File: src/rtl/clk_div_monitor.sv
// Divided-clock checker: measures period and high time of clk_mon in clk_in cycles
// and reports lock, sticky period/duty errors and a stuck-clock timeout.
module clk_div_monitor #(
    parameter int EXP_PERIOD = 4,
    parameter int EXP_HIGH   = 2,
    parameter int CNT_W      = 16,
    parameter int LOCK_COUNT = 4,
    parameter int TIMEOUT    = 64
) (
    input  logic             clk_in,
    input  logic             reset,
    input  logic             clk_mon,
    input  logic             clear_err,
    output logic [CNT_W-1:0] period,
    output logic [CNT_W-1:0] high_time,
    output logic             meas_valid,
    output logic             locked,
    output logic             err_period,
    output logic             err_duty,
    output logic             timeout
);
    localparam int GOOD_W = $clog2(LOCK_COUNT + 1);

    localparam logic [CNT_W-1:0]  EXP_P    = CNT_W'(EXP_PERIOD);
    localparam logic [CNT_W-1:0]  EXP_H    = CNT_W'(EXP_HIGH);
    localparam logic [CNT_W-1:0]  TO_MAX   = CNT_W'(TIMEOUT);
    localparam logic [CNT_W-1:0]  TO_ARM   = CNT_W'(TIMEOUT - 1);
    localparam logic [CNT_W-1:0]  HCNT_MAX = '1;
    localparam logic [GOOD_W-1:0] GOOD_MAX = GOOD_W'(LOCK_COUNT);

    typedef enum logic {IDLE, MEASURE} state_t;

    state_t             state;
    logic               mon_q;
    logic [CNT_W-1:0]   cnt;
    logic [CNT_W-1:0]   hcnt;
    logic [GOOD_W-1:0]  good_cnt;

    logic rise;
    logic per_ok;
    logic high_ok;
    logic expire;

    // clk_mon comes from clk_in flops, so a single register is enough for edge detect.
    assign rise    = clk_mon & ~mon_q;
    assign per_ok  = (cnt == EXP_P);
    assign high_ok = (hcnt == EXP_H);
    assign expire  = ~rise & (cnt == TO_ARM);

    always_ff @(posedge clk_in) begin
        if (reset) begin
            state      <= IDLE;
            mon_q      <= 1'b0;
            cnt        <= '0;
            hcnt       <= '0;
            good_cnt   <= '0;
            period     <= '0;
            high_time  <= '0;
            meas_valid <= 1'b0;
            locked     <= 1'b0;
            err_period <= 1'b0;
            err_duty   <= 1'b0;
            timeout    <= 1'b0;
        end else begin
            mon_q      <= clk_mon;
            meas_valid <= 1'b0;

            if (rise) begin
                cnt  <= CNT_W'(1);
                hcnt <= CNT_W'(1);
            end else begin
                if (cnt != TO_MAX)
                    cnt <= cnt + 1'b1;
                if (clk_mon && hcnt != HCNT_MAX)
                    hcnt <= hcnt + 1'b1;
            end

            // NOTE: with non-blocking assignments the last one in the block wins,
            // so the error sets below take priority over this clear.
            if (clear_err) begin
                err_period <= 1'b0;
                err_duty   <= 1'b0;
            end

            if (rise) begin
                timeout <= 1'b0;
                state   <= MEASURE;
                // From IDLE the first rise only re-arms; the open period is not reported.
                if (state == MEASURE) begin
                    period     <= cnt;
                    high_time  <= hcnt;
                    meas_valid <= 1'b1;
                    if (per_ok && high_ok) begin
                        if (good_cnt != GOOD_MAX)
                            good_cnt <= good_cnt + 1'b1;
                        if (good_cnt >= GOOD_MAX - 1'b1)
                            locked <= 1'b1;
                    end else begin
                        good_cnt <= '0;
                        locked   <= 1'b0;
                    end
                    if (!per_ok)
                        err_period <= 1'b1;
                    if (!high_ok)
                        err_duty <= 1'b1;
                end
            end else if (expire) begin
                timeout  <= 1'b1;
                locked   <= 1'b0;
                good_cnt <= '0;
                state    <= IDLE;
            end
        end
    end

endmodule

File: config.mk
export PLATFORM = sky130hd
export DESIGN_NAME = clk_div_monitor
export DESIGN_NICKNAME = d
export VERILOG_FILES = /design/src/rtl/clk_div_monitor.sv
export SDC_FILE = /design/constraint.sdc
export NUM_CORES = 1
export LEC_CHECK = 0
export ABC_CLOCK_PERIOD_IN_PS = 3200
export BUFFER_PORTS_ARGS = -buffer_cell sky130_fd_sc_hd__buf_2
export CAP_MARGIN = 40
export CORE_MARGIN = 5
export CORE_UTILIZATION = 62
export CTS_CLUSTER_SIZE = 10
export DETAILED_ROUTE_END_ITERATION = 10
export PLACE_DENSITY = 0.85
export SLEW_MARGIN = 5
export SYNTH_ARGS = -nofsm -noshare
export SYNTH_HDL_FRONTEND = slang
export SYNTH_SLANG_ARGS = --single-unit
File: constraint.sdc
create_clock -name clk_in -period 3.2 [get_ports clk_in]
set_input_delay 0.32 -clock clk_in [delete_from_list [all_inputs] [get_ports clk_in]]
set_output_delay 0.32 -clock clk_in [all_outputs]
set_load 0.01 [all_outputs]
### Word-level counts from Yosys, hierarchy flattened

Cells that the tools add are included.

* input bits: 4
* bits in registers: 74
* logic and storage cells: 65
* output and inout port bits: 37

* equality and inequality tests: 9
* mux-type cells: 24
* $add $sub $neg: 3
* order comparisons: 1
* bitwise gates (word level): 4
* reduce and logical (&&, ||, !) cells: 10

Operator list (count)
* $add A16 B1 Y16 const B: 2
* $mux W1: 19
* $eq A16 B2 Y1 const B: 1
* $eq A16 B3 Y1 const B: 1
* $eq A16 B6 Y1 const B: 1
* $ne A16 B16 Y1 const B: 1
* $ne A16 B7 Y1 const B: 1
* $mux W3: 5
* $ne A3 B2 Y1 const B: 2
* $reduce_and A3 Y1: 2
* $reduce_bool A2 Y1: 3
* $reduce_or A2 Y1: 2
* $add A3 B1 Y3 const B: 1
* $ge A3 B2 Y1 const B: 1
* $ne A3 B3 Y1 const B: 1
* $and A1 B1 Y1: 2
* $logic_and A1 B1 Y1: 2
* $ne A2 B2 Y1 const B: 1
* $not A1 Y1: 2
* $reduce_and A2 Y1: 1

### Longest topological paths before layout

Gate-level depths: netlist of run 1.

* word-level depth: 6
* mapped depth: 7
* gate-level depth less buffers: 7

### Least setup slack after synthesis of run 1

OpenSTA, ideal clock, no wires.

* kind: reg2reg
* from: reg hcnt[0]
* to: reg hcnt[11]
* setup slack: 1.653 ns
* path buffers: 0
* setup time: 0.128 ns
* data arrival time: 1.420 ns
* stages on the path, launching flop included: 7
* period minus slack after synthesis: 1.547 ns
* data required time: 3.072 ns
* path through: dfxtp_1 ha_1 nand4_1 nor3_1 nor4_1 xnor2_1 nor2_1

* longest elaborated chain between the ends: 2
* elaborated cells on any way between the ends: 3
* those cells by class: add/sub: 1; eq/ne: 1; reduce/logical: 1

RTL lines
* start: declaration: line 36 `logic [CNT_W-1:0] hcnt;`
* start signal: assignment: line 75 `hcnt <= hcnt + 1'b1;`
* branches (longest 2 deep; another with $add A16 B1 Y16)

Parallel ways; which one is timed is not known.
A chain may end at the register's enable or synchronous reset.

### Worst setup path after layout of run 1

* from: reg hcnt[0]
* to: reg hcnt[1]

Same word-level chain as after synthesis.

==> results.md, run 1 <==
* Minimum clock period at 1.91 ns
* Fin. max-slew vios at 0
* Syn avg cell area at 8.57 sq um
* Post-detail-place hpwl at 4710 um
* Library cells used by synthesis at 41
* Global Route Usage Sum at 0.223
* Fin. Hold Viols at 0
* Highest routed layer: met4
* TNS Setup at 0 ns
* Clock Latency Late Sink at 0.35 ns
* Sequential share of the synthesized area at 0.454
* Max Cap Viol at 0
* Post-CTS Setup Inserts at 0
* Startpoint types: register
* Post-cts resize count at 0
* Crit share post-route at 0.597
* Flops & latches, synth at 74
* Crit-path max cell delay at 0.50 ns
* Share of layout cells above drive strength 1 at 0.195
* Max VDD drop at 0.403 mV
* Residual DRC at 0
* Pin count of the biggest net entering global routing at 42
* Root buf cell: clkbuf_8
* H-Tree Depth at 3
* FF-to-FF setup slack at 1.29 ns
* First-pass GRT wire length at 11600 um
* Final setup vio count at 0
* Fillers at 398
* Post-layout utilization of the core at 0.724
* Mapped Nets at 392
* Slew at the pin closest to its max-slew limit at 0.812 ns
* Worst setup EP type: register
* Async S/R FF share, synth at 0
* Initial core utilization at 0.639
* CTS clk-pin slew, worst paths at 0.07 ns
* DR vias at 2698
* PwrDens at 486 nW/um^2
* Total CTS buffers at 9
* Post-route ant nets at 0
* Initial antenna violation count at 0
* Mapped cell area at 3260 sq um
* Worst Setup Path Type: reg -> reg
* Final WL at 6880 um
* Fmax at 523 MHz
* Most frequent cell on the critical path: nand4_1
* Vias in the first global route at 2442
* Wire per inst at 14.0 um
* Placed Area at 3480 sq um
* Total grt overflow at 0
* Number of buffers inserted by hold repair at cts at 0
* Synth Warn # at 0
* Status: complete, no violations
* Final instance area at 3700 sq um
* CTS Buffer Depth at 2
* Top cell type's share of synthesized area at 0.454
* Cell taking the most area after synthesis: dfxtp_1
* Vias per cell at 5.51
* P&R area growth vs syn at 13.2%
* Worst Clk Skew at 0.0127 ns
* Leakage at 1.39 nW
* HP Start: clear_err
* GP Congestion at 0.819
* Die width at 82.6 um
* I/O pin count at 41
* Crit path cell chain: ha_1, nand4_1, nor4_4, nand2b_1, nand4_1, o31ai_1
* Ys flop type: dfxtp_1
* Maximum fanout along the worst path at 11
* FP Rows at 26
* Area contributors post-synth: dfxtp_1 (45%), nand2_1 (9.0%), a21oi_1 (7.2%), nor2_1 (4.3%), xnor2_1 (4.0%)
* Syn Inst Count at 381
* Clock sinks at 74
* Worst Hold End: err_period
* Arr. time, crit path at 2.16 ns
* RSZ-0062 raised after global routing: false
* TritonCTS clock tree: done
* Origin of the critical flop-to-flop path: hcnt[0]
* WHS Path Cells at 4
* Worst r2r dst: hcnt[1]
* Hold Path Class: in -> reg
* Critical Path RT at 3.45 ns
* Initial DRC Count at 218
* Net count, final at 426
* # port buffers at 40
* Post-Route M1 WL at 3260 um
* Routed wl met2 at 3090 um
* Met3 wire length at 388 um
* Max transition margin at 0.459
* Post-synth EDFFs at 0
* Full die area at 6820 sq um
* First drt pass iteration count at 4
* Core area at 5110 sq um
* Die Ht at 82.6 um
* CP max stage cell: nor4_4
* R2R depth at 6
* Antenna fix cells at 0
[worst max-delay path by stage]
stage / start / end / slack, ns / cells past startpoint
detailed placement: clk_mon / period[0] / 1.21 / 6
floorplan: hcnt[0] / hcnt[11] / 1.65 / 6
CTS: hcnt[0] / hcnt[1] / 1.28 / 6
global route: hcnt[0] / hcnt[0] / 1.09 / 6
finish: hcnt[0] / hcnt[1] / 1.29 / 6
global placement: clk_mon / high_time[9] / 1.28 / 6
[state kept, by name (all words and copies together), names as in the netlist, 3 cells and up]
register   flops
cnt           16
good_cnt       3
hcnt          16
high_time     16
period        16
[per-layer routing]
layer | track usage | vias to the layer above
li1 | - | 1364
met5 | 0 | -
met1 | 0.302 | 1245
met3 | 0.0575 | 16
met4 | 0.0882 | 0
met2 | 0.337 | 73
[worst max-delay path: cells and delay by family (launching register included)]
family,cells,cell delay [ns]
compound gates,1,0.08
fa+ha+maj,1,0.27
flops,1,0.43
simple gates,4,1.04
[power by group]
| group | internal [W] | total [W] | leakage [nW] | switching, W |
|---|---|---|---|---|
| Sequential | 0.000928 | 0.000937 | 0.598 | 0.00000878 |
| Combinational | 0.0000193 | 0.0000675 | 0.677 | 0.0000483 |
| Clock | 0.000455 | 0.000792 | 0.116 | 0.000338 |
| Total | 0.00140 | 0.00180 | 1.39 | 0.000395 |
[Yosys cell counts (all sizes together), types with 2 or more instances]
| master | instances |
|---|---|
| inv | 10 |
| xor2 | 7 |
| buf | 8 |
| nand4 | 9 |
| or3 | 2 |
| xnor2 | 15 |
| nor2b | 4 |
| nand2 | 78 |
| nand3 | 13 |
| nor4 | 15 |
| and3 | 4 |
| nor3 | 12 |
| nor4b | 3 |
| nor2 | 37 |
| o21ai | 5 |
| dfxtp | 74 |
| nand2b | 4 |
| clkbuf | 13 |
| a31oi | 3 |
| ha | 7 |
| a21oi | 47 |
[placed cells by master, fill, tap and decap left out, types with 3 or more instances in the layout]
master    Yosys  layout
and3_1        4       4
buf_4         0       4
nor2_1       37      37
clkbuf_8      0      10
nand3_1      12      12
xor2_1        7       7
xnor2_1      15      15
nand4_1       5       5
o21ai_0       5       5
nor3_2        3       3
buf_2         6      40
nor4_1        6       6
dfxtp_1      74      74
nor2b_1       4       4
nor4_2        5       5
nor3_1        9       9
nand4_2       3       3
nor4b_2       3       3
ha_1          7       7
clkinv_2      0       4
nand2_1      78      78
inv_1        10      10
a21oi_1      47      47
nand2b_1      4       4
nor4_4        4       4
[metrics by stage]
step	setup WS (ns)	hold WS, ns	power [W]	instances
after floorplan	1.65	0.448	0.00101	381
after global placement	1.28	0.440	0.00102	474
after detailed placement	1.21	0.443	0.00103	474
after CTS	1.28	0.298	0.00180	490
after global routing	1.09	0.307	0.00185	490
final	1.29	0.307	0.00180	490
[cell families (layout without fill, tap and decap cells)]
family                     count (synthesis)  after routing  synth area share
xor gates and xnor gates                  22             22            0.0590
muxes                                      1              1           0.00307
DFF                                       74             74             0.454
AOI/OAI and AO/OA                         60             60             0.100
adders and majority gates                  7              7            0.0268
and+or+nand+nor                          186            186             0.314
buffers and inverters                     31             70            0.0433
[area by class of cell]
class / instances / area (sq um) / share of cell area
clock buffer: 10 / 138 / 0.0372
clock inverter: 6 / 80.1 / 0.0217
inverter: 10 / 37.5 / 0.0102
multi-input combinational: 276 / 1640 / 0.444
sequential: 74 / 1480 / 0.401
tap: 70 / 87.6 / 0.0237
timing repair buffer: 44 / 230 / 0.0623
Power figures use the tool's default switching activity.
==> run 2: changes to the inputs <==
--- a/config.mk
+++ b/config.mk
@@ -5,14 +5,14 @@
 export SDC_FILE = /design/constraint.sdc
 export NUM_CORES = 1
 export LEC_CHECK = 0
-export ABC_CLOCK_PERIOD_IN_PS = 3200
+export ABC_CLOCK_PERIOD_IN_PS = 1800
 export BUFFER_PORTS_ARGS = -buffer_cell sky130_fd_sc_hd__buf_2
 export CAP_MARGIN = 40
 export CORE_MARGIN = 5
-export CORE_UTILIZATION = 62
+export CORE_UTILIZATION = 57
 export CTS_CLUSTER_SIZE = 10
 export DETAILED_ROUTE_END_ITERATION = 10
-export PLACE_DENSITY = 0.85
+export PLACE_DENSITY = 0.79
 export SLEW_MARGIN = 5
 export SYNTH_ARGS = -nofsm -noshare
 export SYNTH_HDL_FRONTEND = slang
==> constraint.sdc (replaced) <==
create_clock -name clk_in -period 1.8 [get_ports clk_in]
set_input_delay 0.18 -clock clk_in [delete_from_list [all_inputs] [get_ports clk_in]]
set_output_delay 0.18 -clock clk_in [all_outputs]
set_load 0.01 [all_outputs]
==> run 2 against run 1 <==
Compared with the run above:
- via count grew 1.7%
- maximum frequency grew 12%
- cell area grew 4.8%
- power grew 83%
- first-iteration DRC count shrank 17%
- register-to-register slack lost 1.2 ns
- sequential share of layout area shrank 1.7 points
- die area grew 7.7%
- non-clock buffer count grew 12
- combinational power grew 100%
==> results.md, run 2 (synthesis gave the netlist of run 1 again) <==
* Fin. Hold Viols at 0
* Worst Hold End: err_period
* Share of power burned in registers at 0.507
* Arr. time, crit path at 1.91 ns
* # port buffers at 40
* P&R area growth vs syn at 18.7%
* FF-to-FF setup slack at 0.09 ns
* Maximum fanout along the worst path at 5
* Max Cap Viol at 0
* Root buf cell: clkbuf_8
* Die width at 85.7 um
* CTS Buffer Depth at 2
* Initial core utilization at 0.589
* HP Start: clear_err
* DR vias at 2743
* I/O pin count at 41
* Final instance area at 3870 sq um
* Clk pwr share at 0.451
* GP Congestion at 0.889
* Fin. max-slew vios at 0
* Worst Setup Path Type: reg -> reg
* Switching power at 0.000699 W
* Clock sinks at 74
* Clock Latency Late Sink at 0.34 ns
* CP Buf/Inv Count at 0
* R2R depth at 5
* Full die area at 7340 sq um
* CTS clk-pin slew, worst paths at 0.08 ns
* Minimum clock period at 1.71 ns
* TNS Setup at 0 ns
* Post-layout utilization of the core at 0.699
* Global Route Usage Sum at 0.201
* Commonest non-fill, non-tap cell in the layout: nand2_1
* Vias in the first global route at 2530
* Worst setup EP type: register
* Max VDD drop at 0.512 mV
* Antenna fix cells at 0
* Leakage at 1.47 nW
* Max transition margin at 0.658
* Core area at 5540 sq um
* Logic pwr share at 0.042
* CP max stage cell: dfxtp_1
* Final WL at 7080 um
* H-Tree Depth at 3
* Share of layout cells above drive strength 1 at 0.241
* CP delay by family, top: simple AND/OR/NAND/NOR gates
* Post-detail-place hpwl at 4910 um
* PwrDens at 848 nW/um^2
* Residual DRC at 0
* Initial antenna violation count at 0
* Worst Clk Skew at 0.00660 ns
* Critical Path RT at 1.99 ns
* Worst r2r dst: cnt[0]
* First-pass GRT wire length at 11900 um
* Vias per cell at 5.44
* Placed Area at 3560 sq um
* P_int at 0.00259 W
* Net count, final at 438
* Crit-path max cell delay at 0.38 ns
* Wire per inst at 14.1 um
* First drt pass iteration count at 4
* TritonCTS clock tree: done
* Hold Path Class: in -> reg
* Origin of the critical flop-to-flop path: cnt[12]
* Most frequent cells in the layout: nand2_1 (78), dfxtp_1 (68), a21oi_1 (47), buf_2 (40), nor2_1 (37)
* Pin count of the biggest net entering global routing at 42
* Startpoint types: register
* Initial DRC Count at 182
* Crit path cell chain: nor4_4, and3_2, nand4b_1, xnor2_1, a21oi_1
* Final setup vio count at 0
* Slew at the pin closest to its max-slew limit at 0.514 ns
* WHS Path Cells at 4
* Crit share post-route at 0.952
* FP Rows at 27
* Total grt overflow at 0
* Status: complete, no violations
* Post-route ant nets at 0
* Fmax at 584 MHz
* Die Ht at 85.7 um
* Total CTS buffers at 9
* Switching Fraction at 0.213
[run 2: cell count changes in the layout (fill, tap and decap cells not counted), sizes merged]
cell / delta
clkinvlp: +1
buf: +12
clkinv: -3
clkbuf: +2
[run 2: how the worst max path moves through the flow]
| stage | end | from | depth (start not counted) | slack (ns) |
|---|---|---|---|---|
| after global routing | hcnt[1] | hcnt[0] | 7 | -0.009 |
| after detailed placement | good_cnt[0] | cnt[0] | 7 | 0.02 |
| after global placement | good_cnt[1] | cnt[0] | 7 | 0.11 |
| final | cnt[0] | cnt[12] | 5 | 0.09 |
| after floorplan | hcnt[11] | hcnt[0] | 6 | 0.25 |
| after CTS | good_cnt[0] | cnt[0] | 7 | 0.02 |
[run 2: repair_timing]
action	4_1_cts	5_1_grt
setup buffers	1	1
setup endpoints to repair	1	21
hold buffers	0	0
resized for setup	0	16
pin swaps	1	2
[run 2: per-layer routing]
layer	part of all wire	up-vias	global-route usage	wire, um
li1	-	1387	-	-
met1	0.49	1283	0.278	3470
met2	0.44	60	0.305	3140
met3	0.051	13	0.0432	361
met4	0.016	0	0.0820	114
met5	0	-	0	0
[run 2: worst reg2reg max path, cell delays in order, from the launching register on]
cell      delay [ns]
dfxtp_1         0.38
nor4_4          0.35
and3_2          0.29
nand4b_1        0.21
xnor2_1         0.24
a21oi_1         0.11
[run 2: layout make-up]
class / count / area, sq um
Timing Repair Buffer: 56 / 320
Multi-Input combinational cell: 276 / 1700
Clock inverter: 4 / 72.6
Sequential cell: 74 / 1490
Clock buffer: 12 / 165
Tap cell: 72 / 90.1
Inverter: 10 / 37.5
Fill cell: 459 / 1670
[run 2: stage by stage]
step                worst slack, ns  total power [W]  hold WS [ns]  std cells
floorplan                     0.253          0.00179         0.308        381
detailed placement           0.0244          0.00183         0.443        486
finish                       0.0873          0.00328         0.154        504
global route               -0.00907          0.00342         0.146        504
CTS                          0.0154          0.00330         0.145        503
global placement              0.114          0.00182         0.440        486
[run 2: power groups by stage]
| stage | sequential [W] | clock [W] | combinational [W] |
|---|---|---|---|
| floorplan | 0.00170 | 0 | 0.0000869 |
| global route | 0.00167 | 0.00161 | 0.000149 |
| finish | 0.00167 | 0.00148 | 0.000136 |
| CTS | 0.00166 | 0.00150 | 0.000129 |
| global placement | 0.00170 | 0 | 0.000124 |
| detailed placement | 0.00170 | 0 | 0.000126 |
